`src/rtl/fb_pkg.sv`:
```
// Shared types and constants for the frame-buffer arbiter.
// Owner tags, FSM states and default widths shared with the VGA block.
package fb_pkg;

  localparam int FB_ADDR_W = 13;
  localparam int FB_DATA_W = 8;

  localparam logic OWN_DISP = 1'b0;
  localparam logic OWN_DRAW = 1'b1;

  typedef enum logic {
    IDLE = 1'b0,
    SCAN = 1'b1
  } fb_state_e;

  typedef struct packed {
    logic vld;
    logic own;
  } tag_t;

endpackage

```
`src/rtl/fb_wr_fifo.sv`:
```
// Draw-write FIFO of {addr, data}; push refused when full.
// Ports: push_i/pop_i, addr_i/data_i in, addr_o/data_o head, full_o/empty_o.
module fb_wr_fifo
  import fb_pkg::*;
#(
  parameter int AW    = FB_ADDR_W,
  parameter int DW    = FB_DATA_W,
  parameter int DEPTH = 4
) (
  input  logic          clk,
  input  logic          rst_n,
  input  logic          push_i,
  input  logic          pop_i,
  input  logic [AW-1:0] addr_i,
  input  logic [DW-1:0] data_i,
  output logic [AW-1:0] addr_o,
  output logic [DW-1:0] data_o,
  output logic          full_o,
  output logic          empty_o
);

  localparam int PW = $clog2(DEPTH);
  localparam logic [PW:0] FULL_CNT = (PW + 1)'(DEPTH);

  logic [AW+DW-1:0] mem_q [DEPTH];
  logic [PW-1:0]    wp_q;
  logic [PW-1:0]    rp_q;
  logic [PW:0]      cnt_q;
  logic             do_push;
  logic             do_pop;

  assign full_o  = (cnt_q == FULL_CNT);
  assign empty_o = (cnt_q == '0);
  assign do_push = push_i && !full_o;
  assign do_pop  = pop_i && !empty_o;

  assign {addr_o, data_o} = mem_q[rp_q];

  always_ff @(posedge clk) begin
    if (do_push) mem_q[wp_q] <= {addr_i, data_i};
  end

  always_ff @(posedge clk or negedge rst_n) begin
    if (!rst_n) begin
      wp_q  <= '0;
      rp_q  <= '0;
      cnt_q <= '0;
    end else begin
      if (do_push) wp_q <= wp_q + PW'(1);
      if (do_pop)  rp_q <= rp_q + PW'(1);
      unique case ({do_push, do_pop})
        2'b10:   cnt_q <= cnt_q + (PW + 1)'(1);
        2'b01:   cnt_q <= cnt_q - (PW + 1)'(1);
        default: cnt_q <= cnt_q;
      endcase
    end
  end

endmodule

```
`src/rtl/fb_arbiter.sv`:
```
// Single-port frame-buffer arbiter: display reads > FIFO drain > draw reads.
// Ports: disp_* read stream, wr_*/rd_* draw client, ram_* macro, status.
module fb_arbiter
  import fb_pkg::*;
#(
  parameter int ADDR_W   = FB_ADDR_W,
  parameter int DATA_W   = FB_DATA_W,
  parameter int RD_LAT   = 1,
  parameter int WQ_DEPTH = 4,
  parameter int STARVE_W = 16
) (
  input  logic                clk,
  input  logic                rst_n,
  input  logic                disp_req,
  input  logic [ADDR_W-1:0]   disp_addr,
  output logic [DATA_W-1:0]   disp_rdata,
  output logic                disp_rvalid,
  input  logic                wr_valid,
  output logic                wr_ready,
  input  logic [ADDR_W-1:0]   wr_addr,
  input  logic [DATA_W-1:0]   wr_data,
  input  logic                rd_valid,
  output logic                rd_ready,
  input  logic [ADDR_W-1:0]   rd_addr,
  output logic [DATA_W-1:0]   rd_rdata,
  output logic                rd_rvalid,
  output logic                ram_en,
  output logic                ram_we,
  output logic [ADDR_W-1:0]   ram_addr,
  output logic [DATA_W-1:0]   ram_wdata,
  input  logic [DATA_W-1:0]   ram_rdata,
  output logic [STARVE_W-1:0] starve_cnt,
  output logic                busy
);

  localparam int NT = RD_LAT + 1;

  logic              fifo_full;
  logic              fifo_empty;
  logic [ADDR_W-1:0] fifo_addr;
  logic [DATA_W-1:0] fifo_data;
  logic              push;
  logic              disp_gnt;
  logic              wr_gnt;
  logic              rd_gnt;
  logic              busy_d;
  tag_t              tag_out;

  fb_state_e           state_q;
  logic                ram_en_q;
  logic                ram_we_q;
  logic [ADDR_W-1:0]   ram_addr_q;
  logic [DATA_W-1:0]   ram_wdata_q;
  tag_t                tag_q [NT];
  logic [DATA_W-1:0]   disp_last_q;
  logic [DATA_W-1:0]   rd_last_q;
  logic [STARVE_W-1:0] starve_q;

  assign push     = wr_valid && !fifo_full;
  assign wr_ready = !fifo_full;
  assign rd_ready = rd_gnt;

  fb_wr_fifo #(
    .AW    (ADDR_W),
    .DW    (DATA_W),
    .DEPTH (WQ_DEPTH)
  ) u_wq (
    .clk     (clk),
    .rst_n   (rst_n),
    .push_i  (push),
    .pop_i   (wr_gnt),
    .addr_i  (wr_addr),
    .data_i  (wr_data),
    .addr_o  (fifo_addr),
    .data_o  (fifo_data),
    .full_o  (fifo_full),
    .empty_o (fifo_empty)
  );

  // Draw reads wait for an empty FIFO so they never overtake a write.
  always_comb begin
    disp_gnt = 1'b0;
    wr_gnt   = 1'b0;
    rd_gnt   = 1'b0;
    unique case (1'b1)
      disp_req:                             disp_gnt = 1'b1;
      !disp_req && !fifo_empty:             wr_gnt   = 1'b1;
      !disp_req && fifo_empty && rd_valid:  rd_gnt   = 1'b1;
      default: ;
    endcase
  end

  always_ff @(posedge clk or negedge rst_n) begin
    if (!rst_n) begin
      state_q     <= IDLE;
      ram_en_q    <= 1'b0;
      ram_we_q    <= 1'b0;
      ram_addr_q  <= '0;
      ram_wdata_q <= '0;
      disp_last_q <= '0;
      rd_last_q   <= '0;
      starve_q    <= '0;
      for (int i = 0; i < NT; i++) tag_q[i] <= '0;
    end else begin
      unique case (state_q)
        IDLE: if (disp_req)  state_q <= SCAN;
        SCAN: if (!disp_req) state_q <= IDLE;
      endcase

      ram_en_q <= disp_gnt || wr_gnt || rd_gnt;
      ram_we_q <= wr_gnt;
      if (disp_gnt)    ram_addr_q <= disp_addr;
      else if (wr_gnt) ram_addr_q <= fifo_addr;
      else if (rd_gnt) ram_addr_q <= rd_addr;
      if (wr_gnt) ram_wdata_q <= fifo_data;

      // Tag stage RD_LAT lines up with ram_rdata of that read.
      tag_q[0] <= tag_t'{
        vld: disp_gnt || rd_gnt,
        own: disp_gnt ? OWN_DISP : OWN_DRAW
      };
      for (int i = 1; i < NT; i++) tag_q[i] <= tag_q[i-1];

      if (disp_rvalid) disp_last_q <= ram_rdata;
      if (rd_rvalid)   rd_last_q   <= ram_rdata;

      if (!fifo_empty && !wr_gnt && starve_q != '1)
        starve_q <= starve_q + STARVE_W'(1);
    end
  end

  assign tag_out     = tag_q[RD_LAT];
  assign disp_rvalid = tag_out.vld && (tag_out.own == OWN_DISP);
  assign rd_rvalid   = tag_out.vld && (tag_out.own == OWN_DRAW);
  assign disp_rdata  = disp_rvalid ? ram_rdata : disp_last_q;
  assign rd_rdata    = rd_rvalid ? ram_rdata : rd_last_q;

  always_comb begin
    busy_d = !fifo_empty;
    for (int i = 0; i < NT; i++) busy_d = busy_d || tag_q[i].vld;
  end

  assign busy       = busy_d;
  assign ram_en     = ram_en_q;
  assign ram_we     = ram_we_q;
  assign ram_addr   = ram_addr_q;
  assign ram_wdata  = ram_wdata_q;
  assign starve_cnt = starve_q;

endmodule

```
`config.mk`:
```
export PLATFORM = sky130hd
export DESIGN_NAME = fb_arbiter
export DESIGN_NICKNAME = d
export VERILOG_FILES = /design/src/rtl/fb_pkg.sv /design/src/rtl/fb_wr_fifo.sv /design/src/rtl/fb_arbiter.sv
export SDC_FILE = /design/constraint.sdc
export NUM_CORES = 1
export LEC_CHECK = 0
export ABC_AREA = 1
export CAP_MARGIN = 20
export CORE_AREA = 2 2 117 119
export CTS_CLUSTER_SIZE = 10
export DETAILED_ROUTE_END_ITERATION = 16
export DIE_AREA = 0 0 119 121
export HOLD_SLACK_MARGIN = 0.03
export PLACE_DENSITY = 0.75
export SLEW_MARGIN = 40
export SYNTH_ARGS = -nofsm -noshare
export SYNTH_HDL_FRONTEND = slang
export SYNTH_HIERARCHICAL = 1
export SYNTH_SLANG_ARGS = --single-unit
```
`constraint.sdc`:
```
create_clock -name clk -period 3.16 [get_ports clk]
set_clock_uncertainty 0.05 [all_clocks]
set_input_delay 0.316 -clock clk [delete_from_list [all_inputs] [get_ports clk]]
set_output_delay 0.316 -clock clk [all_outputs]
set_load 0.02 [all_outputs]
```
== Word level (Yosys, flattened, before mapping) ==
Memory sizes are Yosys's and may differ from the RTL's.
Cells that the tools add are included.
Word-level totals
  bits in writable memories: 84
  flip-flop bits (word level): 66
  memories: 1
Memory list
  u_wq.mem_q: words 4, bits a word 21, read ports 1, clocked after Yosys merged registers in 0, write ports 1, RTL line fb_wr_fifo.sv:25  | logic [AW+DW-1:0] mem_q [DEPTH];
Cells by class
  eq/ne operators: 4
  muxes and demuxes: 12
  reduce and logical (&&, ||, !) cells: 22
  bitwise logic cells: 1
  $add $sub $neg: 5
Operators with widths (number)
  13-bit two-way mux: 3
  16-bit by 1-bit adder with 16-bit output (second input constant): 1
  8-bit two-way mux: 2
  16-bit inequality test (second input constant): 1
  1-bit logical AND: 10
  1-bit two-way mux: 6
  3-bit case mux with 2 select lines: 1
  1-bit logical OR: 5
  2-bit by 1-bit adder with 2-bit output (second input constant): 2
  1-bit logical NOT: 4
  3-bit by 1-bit adder with 3-bit output (second input constant): 1
  3-bit equality test (second input constant): 1
  3-bit logical NOT: 1
  3-bit nonzero test: 1
  3-bit by 1-bit subtractor with 3-bit output (second input constant): 1
  2-bit by 1-bit equality test with 1-bit output (second input constant): 1
  2-bit equality test (second input constant): 1
  2-bit nonzero test: 1
  1-bit inverter: 1

== Longest topological paths before layout ==
Gate-level depths: netlist of the first run.
  depth in word-level cells: 7
  mapped depth: 15
  gate-level depth less buffers: 14

== Modules after synthesis ==
Netlist of the first run, hierarchy kept.
By module, submodules not included
  fb_wr_fifo: times used 1, cells an instance 306, area an instance 3922.5 um2, seq. area each 2697.6 um2
  fb_arbiter: times used 1, cells an instance 354, area an instance 2851.5 um2, seq. area each 1476.4 um2

== Worst setup path after synthesis of the first run ==
OpenSTA, ideal clock, no wires.
  kind: reg2reg
  start point: register u_wq.cnt_q[0]
  end point: memory u_wq/mem_q[0][0] in the netlist's numbering, enable pin
  buffers on the path: 0
  slack: 891 ps
  clock period less this slack: 2269 ps
  arrival time: 1821 ps
  stages on the path, launching flop included: 7
  path through: dfrtp_1 > inv_2 > nand3_1 > inv_1 > nor2_1 > nand2_1 > nor2_1
On the way
  longest elaborated chain between the ends: 6
Ends and longest elaborated chain
  from (decl): RTL line fb_wr_fifo.sv:28  | logic [PW:0] cnt_q;
  from (signal assigned): RTL line fb_wr_fifo.sv:52  | 2'b10: cnt_q <= cnt_q + (PW + 1)'(1);
  from (signal assigned): RTL line fb_wr_fifo.sv:53  | 2'b01: cnt_q <= cnt_q - (PW + 1)'(1);
  from (signal assigned): RTL line fb_wr_fifo.sv:54  | default: cnt_q <= cnt_q;
  3-bit equality test: RTL line fb_wr_fifo.sv:32  | assign full_o = (cnt_q == FULL_CNT);
  named net fifo_full: RTL line fb_arbiter.sv:38  | logic fifo_full;
  1-bit logical NOT: RTL line fb_arbiter.sv:59  | assign push = wr_valid && !fifo_full;
  1-bit logical AND: RTL line fb_arbiter.sv:59
  named net push: RTL line fb_arbiter.sv:42  | logic push;
  1-bit logical AND: RTL line fb_wr_fifo.sv:34  | assign do_push = push_i && !full_o;
  1-bit two-way mux: RTL line fb_wr_fifo.sv:40  | if (do_push) mem_q[wp_q] <= {addr_i, data_i};
  1-bit two-way mux (implied by the code): RTL line fb_wr_fifo.sv:40
  to (decl): RTL line fb_wr_fifo.sv:25
The timed path passes the listed nets, and every way through them passes these cells.

== Final worst setup path of the first run ==
  start point: register tag_q, in the netlist tag_out[1]
  end point: output disp_rdata[4]
On the way
  longest elaborated chain between the ends: 2
Ends and longest elaborated chain
  from (decl): RTL line fb_arbiter.sv:54  | tag_t tag_q [NT];
  1-bit logical AND: RTL line fb_arbiter.sv:133  | assign disp_rvalid = tag_out.vld && (tag_out.own == OWN_DISP);
  8-bit two-way mux
  to (decl): RTL line fb_arbiter.sv:16  | output logic [DATA_W-1:0] disp_rdata,
No other way between the ends.

==> results of run 1 <==
==> stage by stage <==
step	std cells	power, µW	hold slack (ns)
finish	975	7285	0.2852
detailed placement	942	5498	0.1990
CTS	975	7340	0.2799
global route	975	7720	0.3187
floorplan	660	4548	-0.02959
global placement	942	5391	0.1874
==> area by class of cell <==
class                           count  area [µm²]  share of cell area [%]
Inverter                           94       352.8                   4.075
Tap cell                          176       220.2                   2.543
Clock buffer                       22       454.2                   5.246
Clock inverter                     10       82.58                  0.9538
Timing Repair Buffer              131        1279                   14.77
Multi-Input combinational cell    392        2096                   24.21
Sequential cell                   150        4174                   48.21
==> path summary, 6_finish.rpt <==
path | cells past startpoint | startpoint | slack, ns | endpoint
worst max register to register | 12 | u_wq/cnt_q[0]$_DFFE_PN0P_ | 0.92 | u_wq/cnt_q[2]$_DFFE_PN0P_
worst min register to register | 0 | tag_q[2]$_DFF_PN0_ | 0.31 | tag_out[0]$_DFF_PN0_
min in group clk | 0 | tag_q[2]$_DFF_PN0_ | 0.31 | tag_out[0]$_DFF_PN0_
worst min-delay path | 2 | rst_n | 0.29 | disp_last_q[2]$_DFF_PN0_
max in group asynchronous | 3 | rst_n | 2.02 | ram_addr[4]$_DFFE_PN0P_
worst max-delay path | 6 | tag_out[1]$_DFF_PN0_ | 0.61 | disp_rdata[4]
==> flip-flops by register name (all words and copies together), names as in the netlist <==
name and cells:
rd_last_q 8, ram_en 1, tag_out 2, disp_last_q 8, ram_wdata 8, ram_we 1, starve_cnt 16, tag_q 2
u_wq/rp_q 2, u_wq/wp_q 2, u_wq/cnt_q 3, ram_addr 13, u_wq/mem_q 84
==> layer usage <==
layer | global-route usage, % | vias to the layer above
met5 | 0 | -
met4 | 8.854 | 0
met3 | 5.404 | 21
met2 | 36.28 | 137
met1 | 28.02 | 2331
li1 | - | 2411
==> kinds of logic (layout without fill, tap and decap cells) <==
| kind of cell | after synthesis | count (layout) | share of synthesized area (%) |
|---|---|---|---|
| fa+ha+maj | 7 | 7 | 1.404 |
| compound gates | 85 | 85 | 10.51 |
| flops | 150 | 150 | 61.62 |
| xor+xnor | 8 | 8 | 1.034 |
| simple gates | 292 | 292 | 17.84 |
| buf+inv | 118 | 257 | 7.592 |
==> repair_timing <==
| action | in CTS | in global routing |
|---|---|---|
| hold buffers | 1 | 0 |
| endpoints found under the hold margin | 15 | 0 |
| setup buffers | 0 | 0 |
==> power groups by stage <==
stage	registers, µW	clock network [µW]	logic (µW)
6_report	2830	1840	2620
5_1_grt	2870	1950	2890
4_1_cts	2830	1860	2650
3_5_place_dp	2860	0	2640
3_3_place_gp	2840	0	2560
2_1_floorplan	3020	0	1520
==> cells in the mapped netlist <==
library cell,instances,area share [%]
nor2_4,3,0.50
nand4_1,9,0.83
nor3_1,1,0.074
nand3_2,1,0.15
o21ai_1,10,0.74
xor2_1,3,0.39
nor2_1,30,1.7
ha_1,6,1.1
and2_1,1,0.092
nand2_2,7,0.65
o21ai_0,20,1.5
xnor2_1,5,0.65
nor2_2,9,0.83
a41oi_2,3,0.72
buf_4,1,0.11
nand3_1,14,1.0
o211ai_1,15,1.7
dfrtp_1,66,24
buf_6,7,1.2
inv_1,85,4.7
o211ai_2,27,5.0
a31oi_1,10,0.92
buf_2,12,0.89
inv_2,9,0.50
edfxtp_1,84,37
fa_1,1,0.30
clkbuf_1,4,0.22
nand2_1,217,12
==> out/metrics.yaml, run 1 <==
status: "completed"
worstSkewPairLatency_ns: 0.42
top_layer: "met4"
first_pass_iters: 4
finalWorstSetupSlack_ns: 0.6063
syn-instance-count: 660
antenna_found_initial: 0
max_freq_mhz: 391.6
num-nets-final: 853
powerDensity_nw_per_um2: 841.4
clockRootBuffer: "clkbuf_16"
p_clk_share_pct: 25.2
wl_met2_um: 7342
dpl_cell_area_um2: 8112
grt_pass1_vias: 4928
initial_core_util_pct: 51.77
critPathMaxFanout: 16
p_sw_uw: 2604
cts_resized: 0
io_pins: 120
die_y_um: 121
place_hpwl_um: 10300
antenna_cells: 0
syn_nets: 727
fp.dieArea_um2: 14400
vias: 4900
drtIter0Drc: 393
max-cap-violations: 0
power_frac_seq_pct: 38.8
post-route-util_pct: 66.17
cts.path.max_buffers: 2
timing.final.crit_period_ns: 2.554
yosys_warnings: 6
ys_seq_area_share_pct: 61.62
wl_per_cell_um: 15.20
setup_viol: 0
clk_pin_slew_ns: 0.06
pre_cts_slack_ns: 0.8751
crit_family: "buffers and inverters"
ys_ff_latch: 150
io_buffers: 119
grt.overflow.total: 0
grt_max_degree: 35
fill_cells: 995
finalMaxSlewViolations: 0
wl_um: 14820
cp.buffers_inverters: 3
numCtsBuffers: 17
grt_pass1_wl_um: 24130
h-tree-depth: 4
slew_headroom_pct: 55.60
critPathCaptureType: "output port"
startpoint_type: "flip-flop"
timing.final.crit_share_pct: 80.81
numClockSinks: 150
final_area_um2: 8658
yosysUniqueCellTypes: 28
critical_path.most_common_cell: "inv_1"
finalSetupTns_ns: 0
slowest_stage: "clkdlybuf4s50_1"
vias_per_cell: 5.026
core.rowCount: 42
wl_met3_um: 769
crit_type: "reg2out"
final_cell_mix: "217 x nand2_1, 118 x clkdlybuf4s50_1, 85 x inv_1"
peakVddDrop_mv: 0.4828
cellLeakagePower_uw: 0.003732
area_delta_synth_final_pct: 27.82
avgSynthCellArea_um2: 10.26
switching_share_pct: 35.75
worst_pin_slew_ns: 0.6650
p_int_uw: 4680
layout_commonest_cell: "nand2_1"
core_area_um2: 13090
critical-path-max-stage-delay_ns: 0.67
hold_viol_final: 0
layout-drive-gt1-share_pct: 12.64
die_w_um: 119
hold_class: "in2async"
synth_area_um2: 6774
rsz0062_at_grt: "false"
gp_congestion: 0.8789
tritoncts: "done"
p_comb_share_pct: 36.0
ant_nets: 0
crit_chain: "inv_1, nor2_1, inv_1, nand2_1, o21ai_0, clkdlybuf4s50_1"
grtUsageTotal_pct: 21.98
critical_path_arrival_ns: 2.19
drc: 0
cp.required_ns: 2.79
met1Wirelength_um: 6419
Note: power is estimated with default switching activity, not from simulation.
==> run 2: changes to the inputs <==
Settings changed: CORE_AREA 2 2 117 119 to 2 2 122 124, DIE_AREA 0 0 119 121 to 0 0 124 126, PLACE_DENSITY 0.75 to 0.72.
Clock period 3.16 ns to 2.27 ns, I/O delays scaled along.
==> out/metrics.yaml, run 2 (synthesized netlist as in run 1, its figures left out) <==
gp_congestion: 0.8536
io_pins: 120
vias_per_cell: 4.993
die_w_um: 124
timing.final.crit_share_pct: 94.02
post-route-util_pct: 61.22
slew_headroom_pct: 59.13
final_cells: 984
r2r-start: "u_wq/cnt_q[2]$_DFFE_PN0P_"
io_buffers: 119
grt.overflow.total: 0
wl_per_cell_um: 15.22
regMostFlops: "u_wq/mem_q"
die_y_um: 126
vias: 4913
final_cell_mix: "216 x nand2_1, 107 x clkdlybuf4s50_1, 84 x edfxtp_1"
slowest_stage: "clkdlybuf4s50_1"
critPathCaptureType: "output port"
fp.dieArea_um2: 15620
hold_viol_final: 0
crit_chain: "nand2_4, o21ai_0, clkdlybuf4s50_1"
initial_core_util_pct: 47.33
wl_um: 14980
rrSetupSlack_ns: 0.21
area_delta_synth_final_pct: 29.37
antenna_cells: 0
status: "completed"
clockRootBuffer: "clkbuf_16"
rsz0062_at_grt: "false"
startpoint_type: "flip-flop"
pre_cts_slack_ns: 0.1540
critPathMaxFanout: 17
grt_pass1_vias: 4846
clk_pin_slew_ns: 0.06
first_pass_iters: 5
hold_class: "in2async"
numPlacedInstances: 952
worst_pin_slew_ns: 0.6121
worstSkewPairLatency_ns: 0.42
setup_viol: 0
finalWorstSetupSlack_ns: 0.1358
grtUsageTotal_pct: 19.87
core.rowCount: 44
grt_pass1_wl_um: 23650
place_hpwl_um: 10070
cp.required_ns: 1.99
crit_type: "reg2out"
drtIter0Drc: 425
ant_nets: 0
core_area_um2: 14310
rr_worst_depth: 13
finalMaxSlewViolations: 0
cts.path.max_buffers: 2
tritoncts: "done"
r2r-end: "u_wq/cnt_q[2]$_DFFE_PN0P_"
drc: 0
critical_path_arrival_ns: 1.86
critical-path-max-stage-delay_ns: 0.66
fill_cells: 1179
layout_commonest_cell: "nand2_1"
peakVddDrop_mv: 0.7377
numClockSinks: 150
num-nets-final: 855
grt_max_degree: 87
max_freq_mhz: 468.6
max-cap-violations: 0
layout-drive-gt1-share_pct: 13.50
numCtsBuffers: 17
powerDensity_nw_per_um2: 1167
postCtsSetupRepairBufs: 0
cellLeakagePower_uw: 0.003789
whs_ns: 0.3065
finalSetupTns_ns: 0
antenna_found_initial: 0
h-tree-depth: 4
timing.final.crit_period_ns: 2.134
largest_reg_flops: 84
run 2: through the flow:
stage	cell area [µm²]	power [µW]
after global placement	8212	7610
after detailed placement	8212	7750
final	8763	10230
after CTS	8751	10320
after global routing	8763	10840
after floorplan	6774	6331
run 2: area by class of cell:
cell class / count / area, µm² / area share (%)
Tap cell: 184 / 230.2 / 2.627
Clock inverter: 12 / 106.4 / 1.214
Clock buffer: 19 / 432.9 / 4.940
Inverter: 94 / 352.8 / 4.026
Sequential cell: 150 / 4174 / 47.63
Multi-Input combinational cell: 392 / 2108 / 24.06
Timing Repair Buffer: 133 / 1359 / 15.51
run 2: worst max-delay path by stage:
stage | from | endpoint | slack (ns) | depth (start not counted)
after floorplan | u_wq/cnt_q[0]$_DFFE_PN0P_ | u_wq/mem_q[2][0]$_DFFE_PP_ | 0.0007 | 6
after global placement | disp_req | u_wq/cnt_q[2]$_DFFE_PN0P_ | 0.26 | 11
after detailed placement | u_wq/cnt_q[2]$_DFFE_PN0P_ | u_wq/cnt_q[2]$_DFFE_PN0P_ | 0.15 | 13
after CTS | tag_out[0]$_DFF_PN0_ | rd_rdata[6] | 0.003 | 3
after global routing | tag_out[1]$_DFF_PN0_ | disp_rdata[0] | 0.01 | 5
final | tag_out[0]$_DFF_PN0_ | rd_rdata[3] | 0.14 | 3
run 2: repair_timing:
| item | 4_1_cts | 5_1_grt |
|---|---|---|
| hold endpoints to repair | 66 | 0 |
| pin swaps | 0 | 0 |
| gates resized for setup | 16 | 4 |
| hold buffers | 1 | 0 |
| setup endpoints to repair | 18 | 7 |
run 2: report_power, final:
| part | internal, µW | leakage (µW) | switching [µW] |
|---|---|---|---|
| sequential | 3590 | 0.00158 | 341 |
| combinational | 1460 | 0.00195 | 2280 |
| clock | 1500 | 0.000259 | 1060 |
run 2: per-layer routing:
metal  GRT usage, %  part of all wire [%]  vias up
li1               -                     -     2419
met1          25.43                    44     2338
met2          32.97                    50      146
met3          5.842                   5.8       10
met4          5.420                  0.60        0
met5              0                     0        -
run 2: worst max-delay path: cells and delay by family, from the launching register on:
kind	cells	cell delay [ns]
buffers and inverters	1	0.66
AO/OA/AOI/OAI	1	0.26
AND/OR/NAND/NOR	1	0.14
flip-flops	1	0.39
==> run 3: changes to the inputs <==
Settings changed: ABC_AREA 1 to default, CORE_AREA 2 2 122 124 to 2 2 117 119, DIE_AREA 0 0 124 126 to 0 0 119 121.
==> out/metrics.yaml, run 3 <==
io_buffers: 119
crit_type: "reg2out"
wl_per_cell_um: 17.54
max_freq_mhz: 446.8
synth_area_um2: 6103
syn-instance-count: 366
synth_top_family_by_area: "multiplexers"
ys_async_sr_fraction_pct: 44.00
initial_core_util_pct: 46.64
grt.overflow.total: 0
ant_nets: 0
synth_compound_gate_area_share_pct: 3.711
p_sw_uw: 3012
tritoncts: "done"
synthAdderAreaFrac_pct: 1.558
hold_viol_final: 0
yosysTopAreaCell: "edfxtp_1"
layout-drive-gt1-share_pct: 21.56
drc: 0
die_y_um: 121
clk_pin_slew_ns: 0.06
yosysMostFrequentCell: "edfxtp_1"
synth_edf_count: 84
whs_ns: 0.2978
worstHoldPathCells: 0
final_cells: 700
largest_reg_flops: 84
rsz0062_at_grt: "true"
slew_headroom_pct: 52.30
clockRootBuffer: "clkbuf_16"
p_clk_share_pct: 26.6
fill_cells: 948
syn_nets: 433
vias: 3631
worstSkewPairLatency_ns: 0.41
place_hpwl_um: 8263
hold_end: "tag_out[0]$_DFF_PN0_"
min-delay-start: "tag_q[2]$_DFF_PN0_"
final_cell_mix: "116 x clkdlybuf4s50_1, 84 x edfxtp_1, 63 x dfrtp_1"
vias_per_cell: 5.187
p_int_uw: 6894
final_area_um2: 8234
status: "completed"
yosysUniqueCellTypes: 44
critPathMaxFanout: 9
numClockSinks: 150
timing.final.crit_share_pct: 98.60
die_w_um: 119
cts.path.max_buffers: 2
num-nets-final: 578
p_total_uw: 9906
finalMaxSlewViolations: 0
busiest_layer: "met2"
power_frac_seq_pct: 40.2
switching_share_pct: 30.41
max-cap-violations: 0
synth_top_cell_area_share_pct: 41.33
synth_area_leaders: "edfxtp_1 41%, dfrtp_1 27%, mux4_2 6.6%"
ys_seq_area_share_pct: 68.39
wl_um: 12280
yosys_warnings: 6
synth_flop_cell: "edfxtp_1"
grt_pass1_vias: 3819
synthSimpleGateAreaFrac_pct: 8.098
rr_worst_depth: 10
critical_path_arrival_ns: 1.96
grtUsageTotal_pct: 18.42
r2r-end: "u_wq/cnt_q[2]$_DFFE_PN0P_"
gp_congestion: 0.8033
ys_ff_latch: 150
grt_use_met3_pct: 5.498
hold_class: "reg2reg"
fp.dieArea_um2: 14400
regMostFlops: "u_wq/mem_q"
grt_max_degree: 39
layout_commonest_cell: "clkdlybuf4s50_1"
first_pass_iters: 4
antenna_found_initial: 0
core_area_um2: 13090
worst_pin_slew_ns: 0.7155
timing.final.crit_period_ns: 2.238
grt_pass1_wl_um: 19910
synthMuxAreaShare_pct: 13.55
gr-usage-met2_pct: 29.17
antenna_cells: 0
dpl_cell_area_um2: 7621
cp.required_ns: 1.99
io_pins: 120
met1_usage_pct: 24.07
critPathCaptureType: "output port"
drtIter0Drc: 243
cellLeakagePower_uw: 0.003084
rrSetupSlack_ns: 0.09
peakVddDrop_mv: 0.6209
powerDensity_nw_per_um2: 1203
numCtsBuffers: 17
startpoint_type: "flip-flop"
h-tree-depth: 4
numPlacedInstances: 665
core.rowCount: 42
p_comb_share_pct: 33.2
finalSetupTns_ns: 0
yosys-top-cells-count: "84 x edfxtp_1, 66 x dfrtp_1, 26 x mux2_2"
area_delta_synth_final_pct: 34.91
setup_viol: 0
avgSynthCellArea_um2: 16.68
synth_xor_area_share_pct: 2.440
r2r-start: "u_wq/cnt_q[1]$_DFFE_PN0P_"
## run 3: logic make-up (layout without fill, tap and decap cells)
| group | count (synthesis) | after routing |
|---|---|---|
| flops | 150 | 150 |
| simple gates | 75 | 75 |
| mux | 51 | 51 |
| compound gates | 41 | 41 |
| buf+inv | 25 | 183 |
| xor+xnor | 17 | 17 |
| fa+ha+maj | 7 | 7 |
## run 3: layout make-up
class                   count  area, µm²  share of cell area [%]
clock inverters             6      38.79                  0.4711
inverters                  11      41.29                  0.5014
well taps                 176      220.2                   2.674
flip-flops and latches    150       4178                   50.74
multi-input cells         191       1819                   22.09
clock buffers              26      530.5                   6.443
repair buffers            140       1406                   17.08
## run 3: repair_timing
item | CTS | global route
buffers inserted | 0 | 2
endpoints found under the setup margin | 18 | 18
hold buffers | 1 | 0
hold endpoints to repair | 28 | 0
pin swaps | 0 | 1
gates resized for setup | 5 | 4
## run 3: power by group through the flow
stage / combinational, µW / sequential (µW) / clock, µW
floorplan: 1720 / 4230 / 0
global placement: 3230 / 3970 / 0
detailed placement: 3280 / 4020 / 0
CTS: 3310 / 3990 / 2690
global route: 3560 / 4060 / 2810
finish: 3290 / 3990 / 2630
## run 3: worst max-delay path, stage by stage (launching register included)
cell,delay [ns]
dfrtp_1,0.41
nand2_2,0.21
mux2_2,0.38
clkdlybuf4s50_1,0.56
## run 3: worst max-delay path by stage
| stage | start | endpoint | slack [ns] | depth (start not counted) |
|---|---|---|---|---|
| floorplan | u_wq/cnt_q[0]$_DFFE_PN0P_ | u_wq/cnt_q[2]$_DFFE_PN0P_ | 0.04 | 10 |
| global placement | wr_valid | u_wq/cnt_q[2]$_DFFE_PN0P_ | 0.14 | 10 |
| detailed placement | wr_valid | u_wq/cnt_q[2]$_DFFE_PN0P_ | 0.08 | 10 |
| CTS | tag_out[0]$_DFF_PN0_ | disp_rdata[3] | 0.003 | 3 |
| global route | tag_out[1]$_DFF_PN0_ | rd_rdata[3] | -0.05 | 3 |
| finish | tag_out[1]$_DFF_PN0_ | rd_rdata[5] | 0.03 | 3 |
## run 3: stage by stage
step / util [%] / setup slack, ns
after floorplan: - / 0.03734
after CTS: 62.74 / 0.002653
after global routing: 62.93 / -0.05284
final: 62.93 / 0.03185
after detailed placement: 58.24 / 0.08487
after global placement: 58.24 / 0.1386
## run 3: layer usage
metal | up-vias | wire, µm
met3 | 15 | 743
met5 | - | 0
li1 | 1692 | -
met4 | 0 | 192
met1 | 1796 | 5517
met2 | 128 | 5823
